--- config.mk ---
export PLATFORM = sky130hd
export DESIGN_NAME = cprv_lsu
export DESIGN_NICKNAME = d
export VERILOG_FILES = /design/src/rtl/cprv_pkg.sv /design/src/rtl/cprv_lsu_align.sv /design/src/rtl/cprv_lsu.sv
export SDC_FILE = /design/constraint.sdc
export NUM_CORES = 1
export LEC_CHECK = 0
export CAP_MARGIN = 20
export CELL_PAD_IN_SITES_DETAIL_PLACEMENT = 0
export CELL_PAD_IN_SITES_GLOBAL_PLACEMENT = 1
export CORE_ASPECT_RATIO = 2
export CORE_MARGIN = 5
export CORE_UTILIZATION = 37
export CTS_CLUSTER_SIZE = 14
export DETAILED_ROUTE_END_ITERATION = 16
export HOLD_SLACK_MARGIN = 0.15
export PLACE_DENSITY = 0.84
export RECOVER_POWER = 50
export SYNTH_ARGS = -nofsm -noshare
export SYNTH_HDL_FRONTEND = slang
export SYNTH_HIERARCHICAL = 1
export SYNTH_SLANG_ARGS = --single-unit
--- constraint.sdc ---
create_clock -name clk -period 2.4 [get_ports clk]
set_input_delay 0.48 -clock clk [delete_from_list [all_inputs] [get_ports clk]]
set_output_delay 0.48 -clock clk [all_outputs]
set_load 0.01 [all_outputs]
--- src/rtl/cprv_pkg.sv ---
// Shared types and constants for the cprv load/store unit.
// Holds the bus widths, funct3 size encodings, the LSU state enum and request-error decode.
package cprv_pkg;

  localparam int DATA_WIDTH = 64;
  localparam int ADDR_WIDTH = 64;

  localparam logic [2:0] F3_B  = 3'b000;
  localparam logic [2:0] F3_H  = 3'b001;
  localparam logic [2:0] F3_W  = 3'b010;
  localparam logic [2:0] F3_D  = 3'b011;
  localparam logic [2:0] F3_BU = 3'b100;
  localparam logic [2:0] F3_HU = 3'b101;
  localparam logic [2:0] F3_WU = 3'b110;

  typedef enum logic [1:0] {
    ST_IDLE,
    ST_REQ,
    ST_WAIT,
    ST_RESP
  } lsu_state_e;

  // Undefined encoding, unsigned stores, or a natural-alignment violation.
  function automatic logic lsu_req_err(input logic is_load, input logic [2:0] funct3,
                                       input logic [2:0] offset);
    logic err;
    err = 1'b0;
    if (funct3 == 3'b111 || (!is_load && funct3[2])) begin
      err = 1'b1;
    end else begin
      case (funct3[1:0])
        2'b01:   err = offset[0];
        2'b10:   err = |offset[1:0];
        2'b11:   err = |offset;
        default: err = 1'b0;
      endcase
    end
    return err;
  endfunction

endpackage

--- src/rtl/cprv_lsu_align.sv ---
// Byte-lane alignment for the LSU: store strobes and lane shift, load extraction and extension.
// Purely combinational; the caller decides when each result is meaningful.
module cprv_lsu_align #(
  parameter int DATA_WIDTH = cprv_pkg::DATA_WIDTH
) (
  input  logic [2:0]            funct3,
  input  logic [2:0]            offset,
  input  logic [DATA_WIDTH-1:0] wdata,
  input  logic [DATA_WIDTH-1:0] rdata,
  output logic [7:0]            wstrb,
  output logic [DATA_WIDTH-1:0] wdata_lane,
  output logic [DATA_WIDTH-1:0] rdata_ext
);
  import cprv_pkg::*;

  logic [7:0]            size_mask;
  logic [5:0]            bit_off;
  logic [DATA_WIDTH-1:0] rshift;

  always_comb begin
    bit_off = {offset, 3'b000};
    case (funct3[1:0])
      2'b00:   size_mask = 8'h01;
      2'b01:   size_mask = 8'h03;
      2'b10:   size_mask = 8'h0F;
      default: size_mask = 8'hFF;
    endcase
    wstrb      = size_mask << offset;
    wdata_lane = wdata << bit_off;

    rshift = rdata >> bit_off;
    case (funct3)
      F3_B:    rdata_ext = {{(DATA_WIDTH-8){rshift[7]}}, rshift[7:0]};
      F3_H:    rdata_ext = {{(DATA_WIDTH-16){rshift[15]}}, rshift[15:0]};
      F3_W:    rdata_ext = {{(DATA_WIDTH-32){rshift[31]}}, rshift[31:0]};
      F3_D:    rdata_ext = rshift;
      F3_BU:   rdata_ext = {{(DATA_WIDTH-8){1'b0}}, rshift[7:0]};
      F3_HU:   rdata_ext = {{(DATA_WIDTH-16){1'b0}}, rshift[15:0]};
      F3_WU:   rdata_ext = {{(DATA_WIDTH-32){1'b0}}, rshift[31:0]};
      default: rdata_ext = '0;
    endcase
  end

endmodule

--- src/rtl/cprv_lsu.sv ---
// Single-outstanding load/store unit: accepts one memory op from execute, issues one
// aligned doubleword bus request, and returns a one-cycle completion to writeback.
module cprv_lsu #(
  parameter int DATA_WIDTH = cprv_pkg::DATA_WIDTH,
  parameter int ADDR_WIDTH = cprv_pkg::ADDR_WIDTH
) (
  input  logic                  clk,
  input  logic                  rst_n,
  input  logic                  req_valid,
  output logic                  req_ready,
  input  logic                  req_is_load,
  input  logic [2:0]            req_funct3,
  input  logic [ADDR_WIDTH-1:0] req_addr,
  input  logic [DATA_WIDTH-1:0] req_wdata,
  input  logic [4:0]            req_rd,
  output logic                  mem_req_valid,
  input  logic                  mem_req_ready,
  output logic                  mem_we,
  output logic [ADDR_WIDTH-1:0] mem_addr,
  output logic [DATA_WIDTH-1:0] mem_wdata,
  output logic [7:0]            mem_wstrb,
  input  logic                  mem_rsp_valid,
  input  logic [DATA_WIDTH-1:0] mem_rdata,
  output logic                  wb_valid,
  output logic                  wb_we,
  output logic [4:0]            wb_rd,
  output logic [DATA_WIDTH-1:0] wb_data,
  output logic                  wb_err
);
  import cprv_pkg::*;

  lsu_state_e            state_q, state_d;
  logic                  ready_q, ready_d;
  logic                  is_load_q, is_load_d;
  logic [2:0]            funct3_q, funct3_d;
  logic [ADDR_WIDTH-1:0] addr_q, addr_d;
  logic [DATA_WIDTH-1:0] wdata_q, wdata_d;
  logic [4:0]            rd_q, rd_d;
  logic                  err_q, err_d;
  logic [DATA_WIDTH-1:0] ldata_q, ldata_d;

  logic [7:0]            lane_strb;
  logic [DATA_WIDTH-1:0] lane_wdata;
  logic [DATA_WIDTH-1:0] load_ext;
  logic                  in_req, in_resp, is_store;

  cprv_lsu_align #(.DATA_WIDTH(DATA_WIDTH)) u_align (
    .funct3     (funct3_q),
    .offset     (addr_q[2:0]),
    .wdata      (wdata_q),
    .rdata      (mem_rdata),
    .wstrb      (lane_strb),
    .wdata_lane (lane_wdata),
    .rdata_ext  (load_ext)
  );

  always_comb begin
    // NOTE: every _d starts from its _q so paths that do not assign it cannot infer a latch.
    state_d   = state_q;
    is_load_d = is_load_q;
    funct3_d  = funct3_q;
    addr_d    = addr_q;
    wdata_d   = wdata_q;
    rd_d      = rd_q;
    err_d     = err_q;
    ldata_d   = ldata_q;
    case (state_q)
      ST_IDLE: begin
        if (req_valid && ready_q) begin
          is_load_d = req_is_load;
          funct3_d  = req_funct3;
          addr_d    = req_addr;
          wdata_d   = req_wdata;
          rd_d      = req_rd;
          ldata_d   = '0;
          err_d     = lsu_req_err(req_is_load, req_funct3, req_addr[2:0]);
          state_d   = err_d ? ST_RESP : ST_REQ;
        end
      end
      ST_REQ:  if (mem_req_ready) state_d = ST_WAIT;
      ST_WAIT: begin
        if (mem_rsp_valid) begin
          ldata_d = load_ext;
          state_d = ST_RESP;
        end
      end
      default: state_d = ST_IDLE;
    endcase
    // Held low for the first cycle after reset release, then tracks IDLE.
    ready_d = (state_d == ST_IDLE);
  end

  always_ff @(posedge clk or negedge rst_n) begin
    if (!rst_n) begin
      state_q   <= ST_IDLE;
      ready_q   <= 1'b0;
      is_load_q <= 1'b0;
      funct3_q  <= '0;
      addr_q    <= '0;
      wdata_q   <= '0;
      rd_q      <= '0;
      err_q     <= 1'b0;
      ldata_q   <= '0;
    end else begin
      // NOTE: non-blocking updates so every flop samples pre-edge values independent of order.
      state_q   <= state_d;
      ready_q   <= ready_d;
      is_load_q <= is_load_d;
      funct3_q  <= funct3_d;
      addr_q    <= addr_d;
      wdata_q   <= wdata_d;
      rd_q      <= rd_d;
      err_q     <= err_d;
      ldata_q   <= ldata_d;
    end
  end

  // Outputs decode only from flops, and are forced to zero outside the state that owns them.
  assign in_req   = (state_q == ST_REQ);
  assign in_resp  = (state_q == ST_RESP);
  assign is_store = in_req && !is_load_q;

  assign req_ready     = ready_q;
  assign mem_req_valid = in_req;
  assign mem_we        = is_store;
  assign mem_addr      = in_req ? {addr_q[ADDR_WIDTH-1:3], 3'b000} : '0;
  assign mem_wdata     = is_store ? lane_wdata : '0;
  assign mem_wstrb     = is_store ? lane_strb : 8'h00;

  assign wb_valid = in_resp;
  assign wb_rd    = in_resp ? rd_q : 5'd0;
  assign wb_err   = in_resp && err_q;
  assign wb_we    = in_resp && is_load_q && (rd_q != 5'd0) && !err_q;
  assign wb_data  = (in_resp && is_load_q && !err_q) ? ldata_q : '0;

endmodule

## Yosys cells after proc, flatten, opt, wreduce, memory -nomap -nowiden

Index checks and enable logic that the tools add are counted.

| storage, ports and cells | value |
|---|---|
| bits in registers | 205 |
| latch bits | 0 |
| bits in writable memories | 0 |
| ROM bits | 0 |
| bits of input ports | 206 |
| output and inout bits | 211 |
| logic and storage cells | 70 |
| memories | 0 |

| operators by class | value |
|---|---|
| $add $sub $neg | 0 |
| multiply operators | 0 |
| div/mod/pow operators | 0 |
| order comparisons | 0 |
| eq/ne operators | 17 |
| shifts and indexed selects | 3 |
| muxes and demuxes | 19 |
| bitwise operators | 0 |
| reduce and logical (&&, ||, !) cells | 22 |

Operators with widths:

| cell | number |
|---|---|
| 64-bit one-hot mux with 7 select lines | 1 |
| 64-bit 2-to-1 mux | 5 |
| 64-bit one-hot mux with 2 select lines | 1 |
| 64-bit by 6-bit left shift with 64-bit output | 1 |
| 64-bit by 6-bit right shift with 64-bit output | 1 |
| 8-bit one-hot mux with 3 select lines | 1 |
| 3-bit == test (second input constant) | 4 |
| 2-bit == test (second input constant) | 5 |
| 1-bit logical AND | 8 |
| 2-bit 2-to-1 mux | 4 |
| 8-bit 2-to-1 mux | 1 |
| 8-bit by 3-bit left shift with 8-bit output | 1 |
| 2-bit by 1-bit == test with 1-bit output (second input constant) | 3 |
| 3-bit by 2-bit == test with 1-bit output (second input constant) | 2 |
| 2-bit zero test | 3 |
| 2-bit one-hot mux with 3 select lines | 1 |
| 5-bit 2-to-1 mux | 1 |
| 5-bit nonzero test | 1 |
| 2-bit inequality test (second input constant) | 2 |
| 3-bit by 1-bit == test with 1-bit output (second input constant) | 1 |
| 1-bit zero test | 3 |
| 3-bit zero test | 1 |
| 1-bit 2-to-1 mux | 3 |
| 1-bit one-hot mux with 3 select lines | 1 |
| 6 further kinds | 6 |

## Longest topological paths before layout

Gate-level depths: netlist of the first run.

| depth | value |
|---|---|
| word-level depth | 10 |
| depth in mapped cells | 10 |
| mapped depth without buffers | 6 |

## Modules after synthesis

Netlist of the first run, hierarchy kept.

Modules (own cells, without submodules):

| module | times used | cells each | area an instance (um^2) | sequential area each (um^2) |
|---|---|---|---|---|
| cprv_lsu | 1 | 816 | 10,097.2 | 5,129.9 |
| cprv_lsu_align | 1 | 612 | 4,431.8 | 0.0 |

## Worst setup path before layout of the first run

OpenSTA, ideal clock, no wires.

| path | value |
|---|---|
| kind | register -> output |
| start point | register addr_q[1] |
| end point | output port mem_wdata[56] |
| data arrival time | 1.587 ns |
| required time | 1.920 ns |
| setup slack | 0.333 ns |
| cell stages (with the launch flop) | 7 |
| path buffers | 2 |
| cells stage by stage | dfrtp_1 buf_4 buf_2 mux2_2 o21ai_0 mux2i_1 and2_1 |

| between the ends | value |
|---|---|
| cells in the longest elaborated chain, start to end | 2 |

RTL lines:

| what | line | source |
|---|---|---|
| start, declared | cprv_lsu.sv:36 | `logic [ADDR_WIDTH-1:0] addr_q, addr_d;` |
| start signal, assigned | cprv_lsu.sv:110 | `addr_q <= addr_d;` |
| 64-bit by 6-bit left shift with 64-bit output | cprv_lsu_align.sv:29 | `wdata_lane = wdata << bit_off;` |
| net lane_wdata[56] | cprv_lsu.sv:43 | `logic [DATA_WIDTH-1:0] lane_wdata;` |
| 64-bit 2-to-1 mux | cprv_lsu.sv:127 | `assign mem_wdata = is_store ? lane_wdata : '0;` |
| end, declared | cprv_lsu.sv:20 | `output logic [DATA_WIDTH-1:0] mem_wdata,` |

The timed path passes the listed nets, and every way through them passes these cells.

## Final worst setup path of the first run

| path | value |
|---|---|
| start point | register addr_q[1] |
| end point | output port mem_wdata[59] |

Same word-level chain as after synthesis.

==> results.cfg, run 1 <==
[setup_path]
path_cells = buf_12, buf_12, buf_6, mux2i_1, nor2_1, a21oi_1, mux2i_1, and2_1, buf_2
reg2reg_from = addr_q[1]
end_kind = output pin
slowest_stage = dfrtp_4
required_ps = 1920
cp-start-kind = flip-flop
reg2reg_depth = 13
critPathTopFamily = buffers and inverters
rrSetupSlack_ps = -100
critical_path.max_fanout = 9
path_depth = 9
arrival_ps = 2190
timing.rr.end = ldata_q[29]
worst-setup-path-type = flip-flop to output pin
worstPathBufferInverterCount = 4
cpPeakStageDelay_ps = 490

[power_and_ir_drop]
power_density_nw_per_um2 = 1270
leakage_nw = 9.91
peakVddDrop_v = 0.000738
total_power_w = 0.0277

[yosys]
synthTopCellsByArea = dfrtp_1, mux2i_1, mux2_4, and2_1, mux2_2
synth_edf_count = 0
synthCells = 1428
yosysWarnings = 6
synth_largest_area_cell = dfrtp_1
yosysMostFrequentCell = and2_1
yosysTopAreaCellShare_pct = 35.3
synth_common_cells = and2_1, dfrtp_1, mux2i_1, nand2_1, mux2_4
synthFlopType = dfrtp_1
synth-seq-cells = 205
yosysSeqAreaShare_pct = 35.3
ys_types = 57
synth.avg_cell_area_um2 = 10.2
ys_async_sr_fraction_pct = 100
synth_area_um2 = 14500

[sta]
rsz0062_at_grt = true
setup_viol = 137
min_period_over_period_pct = 111
drv_slew = 23
fin_worst_skew_ps = 21.3
layout_min_cycle_time_ps = 2670
layout_setup_ws_ps = -269
timing.fmax_mhz = 375
worst_pin_slew_ps = 1680
maxSlewHeadroom_pct = -12.0
hold_viol = 0
holdWs_ps = 477

[finish]
finish.utilization_pct = 56.0
fin_cells = 2465
fill_cells = 3465
syn_to_final_growth_pct = 49.6
drive_gt1_share_pct = 39.0
num-nets-final = 2132

[place]
dpl.cell_count = 2347
dpl.hpwl_um = 42500
pre_cts_ws_ps = -124
gp_congestion = 0.936
port-buffer-count = 413

[hold_path]
hold_path_class = flip-flop to flip-flop
holdPathStages = 1
min_to = addr_q[12]
hp-start = addr_q[12]

[drt]
drt-vias-per-instance = 5.26
initialDrtViolationCount = 651
drc = 0
routed_wirelength_um = 60300
post_drt_wl_per_cell_um = 24.5
drt_pass1_iterations = 5
vias = 12972
ant_nets = 0

[die]
core_area_um2 = 38800
placementRows = 102
start_util_pct = 37.4
die_w_um = 150
dieArea_um2 = 43600
fp.dieH_um = 290
ios = 417

[clocking]
cts.sinks = 205
clk_pin_slew_ps = 70
cts_inserted_buffers = 21
clk_path_buf_depth = 3
cts_tree = built
cts-root-buf = clkbuf_16
clk_latency_ps = 540
h-tree-depth = 1

[grt]
grt_max_degree = 75
grt_pass1_vias = 13744
grt.overflow.total = 0
antenna_found_initial = 9
grt_pass1_wl_um = 86000
grt_usage_pct = 26.0

[outcome]
violations = capacitance limit, slew limit, setup timing
status = finished, violations left

[job]
drv_cap = 1
-- per-layer routing --
layer	up-vias	track usage, %	wire length (µm)
met3	192	3.34	2790
li1	5906	-	-
met2	517	48.5	32600
met4	4	17.7	5360
met1	6353	26.1	19500
met5	-	0	28
-- kinds of logic after synthesis --
family	after synthesis	synth area share, %
other	1	0.0258
AND/OR/NAND/NOR	510	18.4
AO/OA/AOI/OAI	153	6.63
buffers and inverters	195	8.41
flip-flops	205	35.3
multiplexers	364	31.2
-- state kept, by name, indices dropped and copies added (netlist names) --
signal	cells
wdata_q	64
addr_q	64
is_load_q	1
state_q	2
funct3_q	3
ldata_q	64
req_ready	1
err_q	1
rd_q	5
-- worst reg2reg max path, stage by stage (launching register included) --
cell and delay [ps]:
dfrtp_4 490, buf_4 180, buf_6 150, buf_16 170
mux2i_1 130, buf_4 160, a22oi_2 170, nand4_1 140
buf_4 180, buf_12 140, buf_4 150, o211ai_1 110
nand2_1 90, mux2i_1 150
-- repair_timing --
action | CTS | global route
cloned | 13 | 10
hold buffers | 1 | 0
hold endpoints to repair | 70 | 0
endpoints found under the setup margin | 203 | 232
setup buffers | 44 | 16
pin swaps | 39 | 57
gates resized for setup | 864 | 217
-- how the worst max path moves through the flow --
stage | start | endpoint | slack (ps)
2_1_floorplan | addr_q[1] | mem_wdata[56] | 330
3_3_place_gp | addr_q[1] | mem_wdata[59] | -100
3_5_place_dp | addr_q[1] | mem_wdata[59] | -120
4_1_cts | addr_q[1] | mem_wdata[11] | -330
5_1_grt | addr_q[1] | mem_wdata[59] | -350
6_report | addr_q[1] | mem_wdata[59] | -270
-- final cells by class --
| class | instances | area, µm² | area share, % |
|---|---|---|---|
| antenna | 7 | 17.5 | 0.0806 |
| clock buffer | 28 | 602 | 2.77 |
| clock inverter | 7 | 143 | 0.656 |
| inverter | 68 | 260 | 1.20 |
| multi-input combinational | 1030 | 8810 | 40.5 |
| sequential | 205 | 5140 | 23.6 |
| tap | 520 | 651 | 2.99 |
| timing repair buffer | 600 | 6120 | 28.2 |
-- power breakdown --
| part | leakage [nW] | switching [W] | internal [W] |
|---|---|---|---|
| combinational | 7.00 | 0.00817 | 0.00910 |
| sequential | 2.55 | 0.00161 | 0.00510 |
| clock | 0.366 | 0.00149 | 0.00219 |
-- cells in the final DEF (no fill, tap or decap), types with 16 or more instances in the layout --
cell | synthesis | layout
clkdlybuf4s50_1 | 0 | 206
dfrtp_1 | 205 | 202
mux2i_1 | 171 | 155
nand2_1 | 149 | 148
and2_1 | 213 | 136
buf_6 | 22 | 105
mux2_4 | 100 | 101
buf_4 | 27 | 85
buf_2 | 30 | 79
and2_4 | 0 | 77
inv_1 | 67 | 65
nor2_1 | 64 | 56
mux2_2 | 61 | 56
buf_12 | 11 | 37
nand4_1 | 34 | 34
clkbuf_2 | 6 | 32
a21oi_1 | 43 | 28
clkbuf_16 | 0 | 28
mux4_2 | 22 | 22
o211ai_1 | 22 | 22
o21ai_1 | 6 | 19
clkdlybuf4s15_2 | 0 | 16
o22ai_1 | 17 | 16
-- metrics by stage --
stage / TNS [ps] / area (µm²)
finish: -14030 / 21700
global route: -30360 / 21700
CTS: -23300 / 21100
detailed placement: -2130 / 19600
global placement: -1420 / 19600
floorplan: 0 / 14500
Note: power is estimated with default switching activity, not from simulation.
==> run 2: changes to the inputs <==
--- a/config.mk
+++ b/config.mk
@@ -9,7 +9,7 @@
 export CELL_PAD_IN_SITES_DETAIL_PLACEMENT = 0
 export CELL_PAD_IN_SITES_GLOBAL_PLACEMENT = 1
 export CORE_ASPECT_RATIO = 2
-export CORE_MARGIN = 5
+export CORE_MARGIN = 2
 export CORE_UTILIZATION = 37
 export CTS_CLUSTER_SIZE = 14
 export DETAILED_ROUTE_END_ITERATION = 16
==> run 2 against run 1 <==
Net effect: the flow finishes with violations (setup timing); register-to-register slack worse by 70 ps; sequential power up 1%; wire length up 3.8%; combinational power up 16%; non-clock buffer count up 52; maximum frequency down 2.9%; die area down 6.0%; design area up 5.9%; flip-flop and latch count unchanged; total power up 11%; critical path type unchanged.
==> results.cfg, run 2 (synthesis results as in run 1) <==
[finish]
drive_gt1_share_pct = 43.9
layout.cells.most_common = clkdlybuf4s50_1
finish.utilization_pct = 59.6
syn_to_final_growth_pct = 58.5
num-nets-final = 2185
fill_cells = 3178
reg_top3 = addr_q: 64 flops, ldata_q: 64 flops, wdata_q: 64 flops
mostFrequentLayoutCells = clkdlybuf4s50_1, dfrtp_1, mux2i_1

[hold_path]
hold_path_class = flip-flop to flip-flop

[setup_path]
cp-start-kind = flip-flop
cpPeakStageDelay_ps = 520
crit_top_cell = mux2i_1
path_cells = buf_12, buf_16, buf_4, mux2i_1, nor2_2, a21oi_2, mux2i_1, and2_1, buf_2
slowest_stage = dfrtp_4
required_ps = 1920
critical_path.max_fanout = 6
worst-setup-path-type = flip-flop to output pin
arrival_ps = 2270
end_kind = output pin

[die]
core_area_um2 = 38700
start_util_pct = 37.6
ios = 417
dieArea_um2 = 41000
fp.dieH_um = 284
die_w_um = 144
placementRows = 102

[place]
pre_cts_ws_ps = -82.1
port-buffer-count = 413
dpl.hpwl_um = 40900
gp_congestion = 0.965

[drt]
initialDrtViolationCount = 789
drt_pass1_iterations = 5
post_drt_wl_per_cell_um = 24.9
vias = 13574
drt-vias-per-instance = 5.39
ant_nets = 0
routed_wirelength_um = 62600
drc = 0

[grt]
grt_usage_pct = 28.8
grt_max_degree = 67
grt_pass1_vias = 13886
grt_pass1_wl_um = 87700
grt.overflow.total = 0
antenna_found_initial = 5

[outcome]
violations = setup timing
status = finished, violations left

[sta]
worst_pin_slew_ps = 1280
setup_viol = 182
timing.fmax_mhz = 364
min_period_over_period_pct = 115
layout_min_cycle_time_ps = 2750
fin_worst_skew_ps = 25.5
maxSlewHeadroom_pct = 14.5
rsz0062_at_grt = true
drv_slew = 0
hold_viol = 0
layout_setup_ws_ps = -350

[clocking]
clk_path_buf_depth = 3
h-tree-depth = 1
cts.sinks = 205
cts-root-buf = clkbuf_16
clk_latency_ps = 540
cts_tree = built
cts_inserted_buffers = 22
clk_pin_slew_ps = 70

[power_and_ir_drop]
leakage_nw = 10.4
power_density_nw_per_um2 = 1330
peakVddDrop_v = 0.000718
total_power_w = 0.0306

[job]
drv_cap = 0
==> run 2: per-layer routing <==
metal  global-route usage (%)  wire length (µm)
met1                     28.8             20200
met2                     53.8             33800
met3                     4.09              3350
met4                     19.1              5220
met5                        0                15
==> run 2: repair_timing <==
action	CTS	global route
pin swaps	64	110
gates cloned	26	15
setup buffers	52	52
hold buffers	1	0
resized for setup	880	337
hold endpoints to repair	42	0
endpoints found under the setup margin	207	248
==> run 2: worst paths after layout <==
check                           startpoint            end  slack (ps)  cells after the start
min in group asynchronous            rst_n    wdata_q[53]         750                      2
worst min register to register  addr_q[17]     addr_q[17]         480                      1
worst min-delay path            addr_q[17]     addr_q[17]         480                      1
worst max register to register   addr_q[1]    ldata_q[37]        -170                     13
worst max-delay path             addr_q[1]  mem_wdata[59]        -350                      9
max in group asynchronous            rst_n     state_q[0]         250                      3
==> run 2: final cells by class <==
| class | count | area, µm² | share of cell area [%] |
|---|---|---|---|
| Clock buffer | 28 | 633 | 2.75 |
| Clock inverter | 10 | 125 | 0.543 |
| Sequential cell | 205 | 5140 | 22.3 |
| Antenna cell | 4 | 10.0 | 0.0435 |
| Multi-Input combinational cell | 1030 | 9210 | 40.0 |
| Tap cell | 520 | 651 | 2.82 |
| Inverter | 68 | 297 | 1.29 |
| Timing Repair Buffer | 652 | 6970 | 30.2 |
==> run 2: where the power goes <==
group	internal, W	total (W)	switching [W]	leakage [nW]
logic	0.0107	0.0201	0.00941	7.51
clock network	0.00209	0.00366	0.00157	0.374
registers	0.00510	0.00678	0.00169	2.55
==> run 2: worst max-delay path, delay by kind of cell (launching register included) <==
family	cells	cell delay (ps)
multiplexers	2	300
buffers and inverters	4	560
AO/OA/AOI/OAI	1	150
flip-flops	1	520
AND/OR/NAND/NOR	2	190
==> run 2: through the flow <==
step	hold slack, ps	instances	area [µm²]	TNS (ps)
floorplan	184	1430	14500	0
global placement	451	2341	19500	-391
detailed placement	454	2341	19500	-857
CTS	459	2458	21900	-20410
global route	503	2517	23000	-44670
finish	481	2517	23000	-23880
==> run 3: changes to the inputs <==
--- a/config.mk
+++ b/config.mk
@@ -16,6 +16,7 @@
 export HOLD_SLACK_MARGIN = 0.15
 export PLACE_DENSITY = 0.84
 export RECOVER_POWER = 50
+export SLEW_MARGIN = 20
 export SYNTH_ARGS = -nofsm -noshare
 export SYNTH_HDL_FRONTEND = slang
 export SYNTH_HIERARCHICAL = 1
==> results of run 3 <==
Final layout, timing and power as in run 2 (identical DEF).
